## config.mk

```make
export PLATFORM = sky130hd
export DESIGN_NAME = mult_div_unit
export DESIGN_NICKNAME = d
export VERILOG_FILES = /design/src/rtl/mdu_pkg.sv /design/src/rtl/mult_div_unit.sv
export SDC_FILE = /design/constraint.sdc
export NUM_CORES = 1
export LEC_CHECK = 0
export BUFFER_PORTS_ARGS = -buffer_cell sky130_fd_sc_hd__buf_2
export CORE_ASPECT_RATIO = 0.9
export CORE_MARGIN = 2
export CORE_UTILIZATION = 65
export CTS_CLUSTER_DIAMETER = 60
export DETAILED_ROUTE_END_ITERATION = 16
export PLACE_DENSITY = 0.87
export SLEW_MARGIN = 0
export SYNTH_ARGS = -nofsm -noshare
export SYNTH_HDL_FRONTEND = slang
export SYNTH_SLANG_ARGS = --single-unit
export TNS_END_PERCENT = 20
```

## constraint.sdc

```tcl
create_clock -name clock -period 18.2 [get_ports clock]
set_input_delay 1.82 -clock clock [delete_from_list [all_inputs] [get_ports clock]]
set_output_delay 1.82 -clock clock [all_outputs]
set_load 0.05 [all_outputs]
```

## src/rtl/mdu_pkg.sv

```systemverilog
// Shared constants for the MIPS multiply/divide unit: operand width,
// iteration count, opcode and FSM state encodings.
package mdu_pkg;
  localparam int WIDTH = 32;
  localparam int ITER  = 32;

  localparam logic [1:0] OP_MULT  = 2'b00;
  localparam logic [1:0] OP_MULTU = 2'b01;
  localparam logic [1:0] OP_DIV   = 2'b10;
  localparam logic [1:0] OP_DIVU  = 2'b11;

  localparam logic [1:0] S_IDLE = 2'd0;
  localparam logic [1:0] S_CALC = 2'd1;
  localparam logic [1:0] S_FIX  = 2'd2;
endpackage

```

## src/rtl/mult_div_unit.sv

```systemverilog
// Multi-cycle MIPS HI/LO unit: 32-step shift-add multiply and restoring divide
// over operand magnitudes, with the sign fix applied in a final FIX cycle.
module mult_div_unit
  import mdu_pkg::*;
(
  input  logic                 clock,
  input  logic                 reset,
  input  logic                 start,
  input  logic [1:0]           op,
  input  logic [WIDTH-1:0]     operandA,
  input  logic [WIDTH-1:0]     operandB,
  input  logic                 writeHi,
  input  logic                 writeLo,
  input  logic [WIDTH-1:0]     writeData,
  output logic [WIDTH-1:0]     hi,
  output logic [WIDTH-1:0]     lo,
  output logic                 busy,
  output logic                 done
);

  function automatic logic [WIDTH-1:0] neg32(input logic [WIDTH-1:0] v);
    return ~v + 1'b1;
  endfunction

  function automatic logic [2*WIDTH-1:0] neg64(input logic [2*WIDTH-1:0] v);
    return ~v + 1'b1;
  endfunction

  function automatic logic [WIDTH-1:0] mag(input logic [WIDTH-1:0] v, input logic s);
    return s ? neg32(v) : v;
  endfunction

  logic [1:0]         state_q, state_d;
  logic [4:0]         cnt_q, cnt_d;
  logic [1:0]         op_q, op_d;
  logic [WIDTH-1:0]   a_q, a_d, b_q, b_d;
  logic               sa_q, sa_d, sb_q, sb_d, bz_q, bz_d;
  logic [2*WIDTH-1:0] acc_q, acc_d;
  logic [WIDTH-1:0]   hi_q, hi_d, lo_q, lo_d;
  logic               done_q, done_d;

  logic [WIDTH:0]     sum;
  logic [WIDTH:0]     shifted;
  logic [WIDTH+1:0]   diff;
  logic [2*WIDTH-1:0] prod;

  always_comb begin
    state_d = state_q;
    cnt_d   = cnt_q;
    op_d    = op_q;
    a_d     = a_q;
    b_d     = b_q;
    sa_d    = sa_q;
    sb_d    = sb_q;
    bz_d    = bz_q;
    acc_d   = acc_q;
    hi_d    = hi_q;
    lo_d    = lo_q;
    done_d  = 1'b0;

    // Multiply: add multiplicand into the upper half, shift the whole product right.
    sum     = {1'b0, acc_q[2*WIDTH-1:WIDTH]} + (b_q[0] ? {1'b0, a_q} : '0);
    // Divide: partial remainder lives in acc_q[WIDTH:0], dividend shifts out of a_q.
    shifted = {acc_q[WIDTH-1:0], a_q[WIDTH-1]};
    diff    = {1'b0, shifted} - {2'b00, b_q};
    prod    = (sa_q ^ sb_q) ? neg64(acc_q) : acc_q;

    case (state_q)
      S_IDLE: begin
        if (start) begin
          op_d    = op;
          sa_d    = ~op[0] & operandA[WIDTH-1];
          sb_d    = ~op[0] & operandB[WIDTH-1];
          a_d     = mag(operandA, sa_d);
          b_d     = mag(operandB, sb_d);
          bz_d    = (operandB == '0);
          acc_d   = '0;
          cnt_d   = '0;
          state_d = S_CALC;
        end else begin
          if (writeHi) hi_d = writeData;
          if (writeLo) lo_d = writeData;
        end
      end
      S_CALC: begin
        if (!op_q[1]) begin
          acc_d = {sum, acc_q[WIDTH-1:1]};
          b_d   = b_q >> 1;
        end else if (!diff[WIDTH+1]) begin
          acc_d = {{(WIDTH-1){1'b0}}, diff[WIDTH:0]};
          a_d   = {a_q[WIDTH-2:0], 1'b1};
        end else begin
          acc_d = {{(WIDTH-1){1'b0}}, shifted};
          a_d   = {a_q[WIDTH-2:0], 1'b0};
        end
        cnt_d = cnt_q + 5'd1;
        if (cnt_q == 5'(ITER-1)) state_d = S_FIX;
      end
      S_FIX: begin
        if (!op_q[1]) begin
          hi_d = prod[2*WIDTH-1:WIDTH];
          lo_d = prod[WIDTH-1:0];
        end else begin
          // Remainder rule also restores the raw dividend on divide-by-zero.
          hi_d = sa_q ? neg32(acc_q[WIDTH-1:0]) : acc_q[WIDTH-1:0];
          lo_d = bz_q ? '1 : ((sa_q ^ sb_q) ? neg32(a_q) : a_q);
        end
        done_d  = 1'b1;
        state_d = S_IDLE;
      end
      default: state_d = S_IDLE;
    endcase
  end

  always_ff @(posedge clock or posedge reset) begin
    if (reset) begin
      state_q <= S_IDLE;
      cnt_q   <= '0;
      op_q    <= '0;
      a_q     <= '0;
      b_q     <= '0;
      sa_q    <= 1'b0;
      sb_q    <= 1'b0;
      bz_q    <= 1'b0;
      acc_q   <= '0;
      hi_q    <= '0;
      lo_q    <= '0;
      done_q  <= 1'b0;
    end else begin
      state_q <= state_d;
      cnt_q   <= cnt_d;
      op_q    <= op_d;
      a_q     <= a_d;
      b_q     <= b_d;
      sa_q    <= sa_d;
      sb_q    <= sb_d;
      bz_q    <= bz_d;
      acc_q   <= acc_d;
      hi_q    <= hi_d;
      lo_q    <= lo_d;
      done_q  <= done_d;
    end
  end

  assign hi   = hi_q;
  assign lo   = lo_q;
  assign busy = (state_q != S_IDLE);
  assign done = done_q;

endmodule

```

* Word-level counts from Yosys, hierarchy flattened
Cells that the tools add are included.
** Cells by class
- $add $sub $neg :: 8
- Bitwise gates (word level) :: 9
- Equal/unequal tests :: 10
- Reduce and logical (&&, ||, !) cells :: 12
- Muxes and demuxes :: 32
** Operators with widths (count)
- $mux W32 :: 16
- $pmux W32 S2 :: 4
- $mux W64 :: 3
- $add A32 B1 Y32 const B :: 4
- $not A32 Y32 :: 4
- $pmux W64 S2 :: 1
- $add A64 B1 Y64 const B :: 1
- $not A64 Y64 :: 1
- $sub A33 B32 Y34 :: 1
- $add A32 B32 Y33 :: 1
- $mux W33 :: 1
- $logic_not A32 Y1 :: 1
- $ne A2 B2 Y1 const B :: 7
- $reduce_and A3 Y1 :: 4
- $pmux W5 S2 :: 1
- $reduce_and A2 Y1 :: 3
- $reduce_bool A2 Y1 :: 3
- $add A5 B1 Y5 const B :: 1
- $eq A5 B5 Y1 const B :: 1
- $mux W5 :: 1
- $mux W2 :: 2
- $pmux W2 S2 :: 1
- $and A1 B1 Y1 :: 2
- $eq A2 B1 Y1 const B :: 1
- other kinds (5) :: 6
** Word-level totals
- Flip-flop bits (word level) :: 205
- Bits of input ports :: 103
- Output and inout port bits :: 66

* Depth between registers and ports, before layout
- Depth after elaboration :: 6
- Gate-level depth with buffers :: 15

* Least setup slack after synthesis
No wires, ideal clock.
- Path type :: input to register
- Start :: input port operandB[10]
- End :: register b_q[28]
- Data arrival time :: 4163 ps
- Cell stages on the path :: 11
- Data required time :: 18061 ps
- Path slack :: 13898 ps
- Cells stage by stage :: or3_1 or3_1 clkbuf_1 nor4_1 nand2_1 or4_1 o31ai_1 xor2_1 nor2_1 a21oi_1 o21ai_0
** On the way
- Cells in the longest elaborated chain, start to end :: 5
** RTL lines
- start, declared :: RTL line mult_div_unit.sv:11 : input logic [WIDTH-1:0] operandB,
- $not A32 Y32 :: RTL line mult_div_unit.sv:22 : return ~v + 1'b1;
- $add A32 B1 Y32 :: RTL line mult_div_unit.sv:22
- $mux W32 :: RTL line mult_div_unit.sv:30 : return s ? neg32(v) : v;
- $mux W32 :: RTL line mult_div_unit.sv:70 : if (start) begin
- $pmux W32 S2 :: RTL line mult_div_unit.sv:68 : case (state_q)
- end signal, assigned :: RTL line mult_div_unit.sv:121 : b_q <= '0;
- end signal, assigned :: RTL line mult_div_unit.sv:134 : b_q <= b_d;
- end, declared :: RTL line mult_div_unit.sv:36 : logic [WIDTH-1:0] a_q, a_d, b_q, b_d;
No other way between the ends. The select of a mux whose other input is x is not followed.
A chain may end at the register's enable or synchronous reset.

* Final worst setup path
- Start :: register b_q[0]
- End :: register acc_q[14]
** On the way
- Cells in the longest elaborated chain, start to end :: 4
** RTL lines
- $sub A33 B32 Y34 :: RTL line mult_div_unit.sv:65 : diff = {1'b0, shifted} - {2'b00, b_q};
- $mux W33 :: RTL line mult_div_unit.sv:89 : end else if (!diff[WIDTH+1]) begin
- $mux W64 :: RTL line mult_div_unit.sv:86 : if (!op_q[1]) begin
- $pmux W64 S2 :: RTL line mult_div_unit.sv:68
- end signal, assigned :: RTL line mult_div_unit.sv:125 : acc_q <= '0;
- end signal, assigned :: RTL line mult_div_unit.sv:138 : acc_q <= acc_d;
- end, declared :: RTL line mult_div_unit.sv:38 : logic [2*WIDTH-1:0] acc_q, acc_d;
No other way between the ends.

==> Implementation_results.wiki <==
{| class="wikitable"
! Metric !! Value
|-
| Global-route wire length before repair || 83.2 mm
|-
| Vert. Die Dim || 156 um
|-
| Worst r2r dst || acc_q[14]
|-
| Total power || 0.00425 W
|-
| Start-to-end type of the worst setup path || register to register
|-
| Static Leak || 8.23 nW
|-
| Clock sink total || 204
|-
| Arrival time at the worst endpoint || 4.97 ns
|-
| Starting density of the core || 66.2%
|-
| Min cycle time layout || 4.54 ns
|-
| Hold path startpoint || hi[2]
|-
| Total wire length || 52.1 mm
|-
| Post-synthesis instance total || 2152
|-
| Placeable Area || 25200 sq um
|-
| Overall die area || 27000 sq um
|-
| Pin count of the biggest net entering global routing || 134
|-
| Worst IR drop on VDD || 0.000181 V
|-
| Element type at the critical path start || register
|-
| Clock tree from TritonCTS || yes
|-
| Number of flops mapped to enable cells by yosys || 0
|-
| Layout cells sized above 1 || 11.5%
|-
| Worst setup slack for register-to-register paths || 13.66 ns
|-
| Post-DR wirelength/cell || 20.2 um
|-
| Fin nets || 2395
|-
| Average footprint of a synthesized cell || 7.75 sq um
|-
| Final Util || 73.1%
|-
| Primary FF master, synth || sky130_fd_sc_hd__dfrtp_1
|-
| Origin of the critical flop-to-flop path || b_q[0]
|-
| Maximum count of clock buffers along a single path || 3
|-
| Total overflow reported by the global router || 0
|-
| Top cell type's share of synthesized area || 30.6%
|-
| Slew at the pin with the worst max-slew slack || 1.18 ns
|-
| Hold-fix buffers at CTS || 0
|-
| Max Cap Viol || 0
|-
| Clock edge transition at the registers on the reported setup and hold paths || 0.07 ns
|-
| Power Dens Cells || 231 nW/um^2
|-
| Most common cell in the netlist || sky130_fd_sc_hd__o21ai_0
|-
| Yosys cell types || 69
|-
| DP Worst Slack || 13.34 ns
|-
| Later-pin clock latency in the skew report || 0.54 ns
|-
| Post-synth net total || 2328
|-
| Class of the most critical hold timing path || register to register
|-
| Post-synthesis instance area || 16700 sq um
|-
| Maximum clock frequency || 220 MHz
|-
| Count of H-tree levels built during CTS || 1
|-
| Leading area contributor after synthesis || sky130_fd_sc_hd__dfrtp_1
|-
| Gpl congestion || 1.03
|-
| Number of port buffers || 168
|-
| Sequential element share of the synthesized area || 30.6%
|-
| Iter 0 DRT Violations || 2161
|-
| Outcome || completed
|-
| Total setup violations reported at the end of the flow || 0
|-
| Via count of the first global-routing pass || 15500
|-
| Signed area change from the synthesized netlist to the final layout || 10.4%
|-
| Final hold slack || 0.473 ns
|-
| Category of the worst setup path capture point || register
|-
| DRC || 0
|-
| Part of the cycle the worst path needs || 24.9%
|-
| RSZ-0062 raised after global routing || no
|-
| Post-synthesis sequential element count || 204
|-
| Die width || 173 um
|-
| Initial antenna violation count || 1
|-
| Worst slew margin relative to its limit || 21.1%
|-
| Worst-case reg-to-reg path depth || 12
|-
| Maximum net fanout on the critical path || 43
|-
| Post-cts sizing count || 0
|-
| Dpl hpwl || 38.4 mm
|-
| Hold Path End || hi[2]
|-
| Final antenna-violating net count || 0
|-
| Overall global routing resource usage || 38.1%
|-
| Max Slew Vio Count || 0
|-
| Postcts setup bufs || 0
|-
| Aggregate negative setup slack || 0 ns
|-
| Endpoints failing hold || 0
|-
| Rows || 55
|-
| Setup ws final || 13.66 ns
|-
| I/O pin total || 169
|-
| Async set-or-reset flop fraction in the synthesized netlist || 100%
|-
| Hold-critical path depth || 2
|-
| Worst clock skew || 0.0254 ns
|-
| Synth Warn # || 0
|-
| Library cell used as clock root buffer || sky130_fd_sc_hd__clkbuf_16
|-
| Number of buffers created by CTS || 23
|-
| Top cells by area in the synthesized netlist || sky130_fd_sc_hd__dfrtp_1 31%, sky130_fd_sc_hd__o21ai_0 7.1%, sky130_fd_sc_hd__xnor2_1 6.3%, sky130_fd_sc_hd__a21oi_1 6.3%, sky130_fd_sc_hd__xor2_1 5.4%
|-
| Vias per Instance || 6.53
|-
| Worst endpoint required time || 18.63 ns
|-
| Antenna cells || 0
|-
| First-pass detailed-route iteration total || 6
|-
| Commonest cells post-synth || 238 x sky130_fd_sc_hd__o21ai_0, 225 x sky130_fd_sc_hd__nand2_1, 209 x sky130_fd_sc_hd__a21oi_1
|-
| Via total after detailed routing || 16800
|}
## through the flow
| stage | instances | area (sq um) |
|---|---|---|
| 3_5_place_dp | 2536 | 17600 |
| 4_1_cts | 2577 | 18400 |
| 3_3_place_gp | 2536 | 17600 |
| 5_1_grt | 2577 | 18400 |
| 6_report | 2577 | 18400 |
| 2_1_floorplan | 2152 | 16700 |
## layout by cell type (no fill, tap or decap), drive strengths merged, types with 32 or more instances in the layout
cell type / count
buf: 191
nor2: 192
nand2: 225
a21o: 37
nor3: 46
xor2: 103
dfrtp: 204
a21oi: 209
and2: 37
a22oi: 48
xnor2: 120
ha: 71
inv: 69
clkbuf: 32
or3: 36
o21ai: 240
## routing by layer
layer  wire length, um  track usage [%]
met2             22400             58.1
met1             22400             55.9
met4              1370             10.0
met5                13                0
met3              5940             7.14
## state kept, by name, summed over array words and instances, names as in the netlist
register	count
sa_q	1
op_q	1
lo	32
state_q	2
bz_q	1
done	1
hi	32
sb_q	1
acc_q	64
a_q	32
cnt_q	5
b_q	32
## where the power goes
group / total [W] / leakage, nW / switching [W] / internal, W
Sequential: 0.000992 / 2.57 / 0.000334 / 0.000658
Combinational: 0.00278 / 5.29 / 0.00179 / 0.000996
Clock: 0.000479 / 0.373 / 0.000198 / 0.000281
Total: 0.00425 / 8.23 / 0.00232 / 0.00194
## worst max-delay path by stage
stage | start | endpoint | slack (ns) | cells after the start
4_1_cts | b_q[0] | acc_q[24] | 13.81 | 12
2_1_floorplan | reset | a_q[0] | 10.81 | 1
3_5_place_dp | operandB[10] | b_q[28] | 13.34 | 11
3_3_place_gp | operandB[10] | b_q[28] | 13.41 | 11
6_report | b_q[0] | acc_q[14] | 13.66 | 12
5_1_grt | b_q[0] | acc_q[24] | 13.42 | 12
## logic make-up (layout without fill, tap and decap cells)
family | count (synthesis) | count (layout) | synth area share [%]
compound gates | 737 | 737 | 26.9
simple gates | 676 | 676 | 19.0
xor+xnor | 223 | 223 | 11.7
buf+inv | 217 | 300 | 4.95
flops | 204 | 204 | 30.6
fa+ha+maj | 73 | 73 | 5.57
mux | 22 | 22 | 1.33
## area by class of cell
cell class | count | area (sq um)
multi-input cells | 1731 | 10800
fillers | 2019 | 6770
flip-flops and latches | 204 | 5110
repair buffers | 191 | 1010
clock buffers | 32 | 659
well taps | 342 | 428
inverters | 68 | 263
clock inverters | 9 | 108
## critical path, cell delays in order (launching register included)
cell and delay (ns):
sky130_fd_sc_hd__dfrtp_1 0.89, sky130_fd_sc_hd__ha_1 0.40, sky130_fd_sc_hd__nor2b_1 0.10, sky130_fd_sc_hd__o31ai_1 0.30, sky130_fd_sc_hd__a211oi_1 0.15, sky130_fd_sc_hd__o211ai_1 0.39, sky130_fd_sc_hd__nand2_1 0.20, sky130_fd_sc_hd__o31ai_1 0.89
sky130_fd_sc_hd__o31ai_4 0.18, sky130_fd_sc_hd__buf_4 0.34, sky130_fd_sc_hd__mux2i_1 0.22, sky130_fd_sc_hd__a21oi_1 0.09, sky130_fd_sc_hd__a31o_2 0.24
Power figures use the tool's default switching activity.
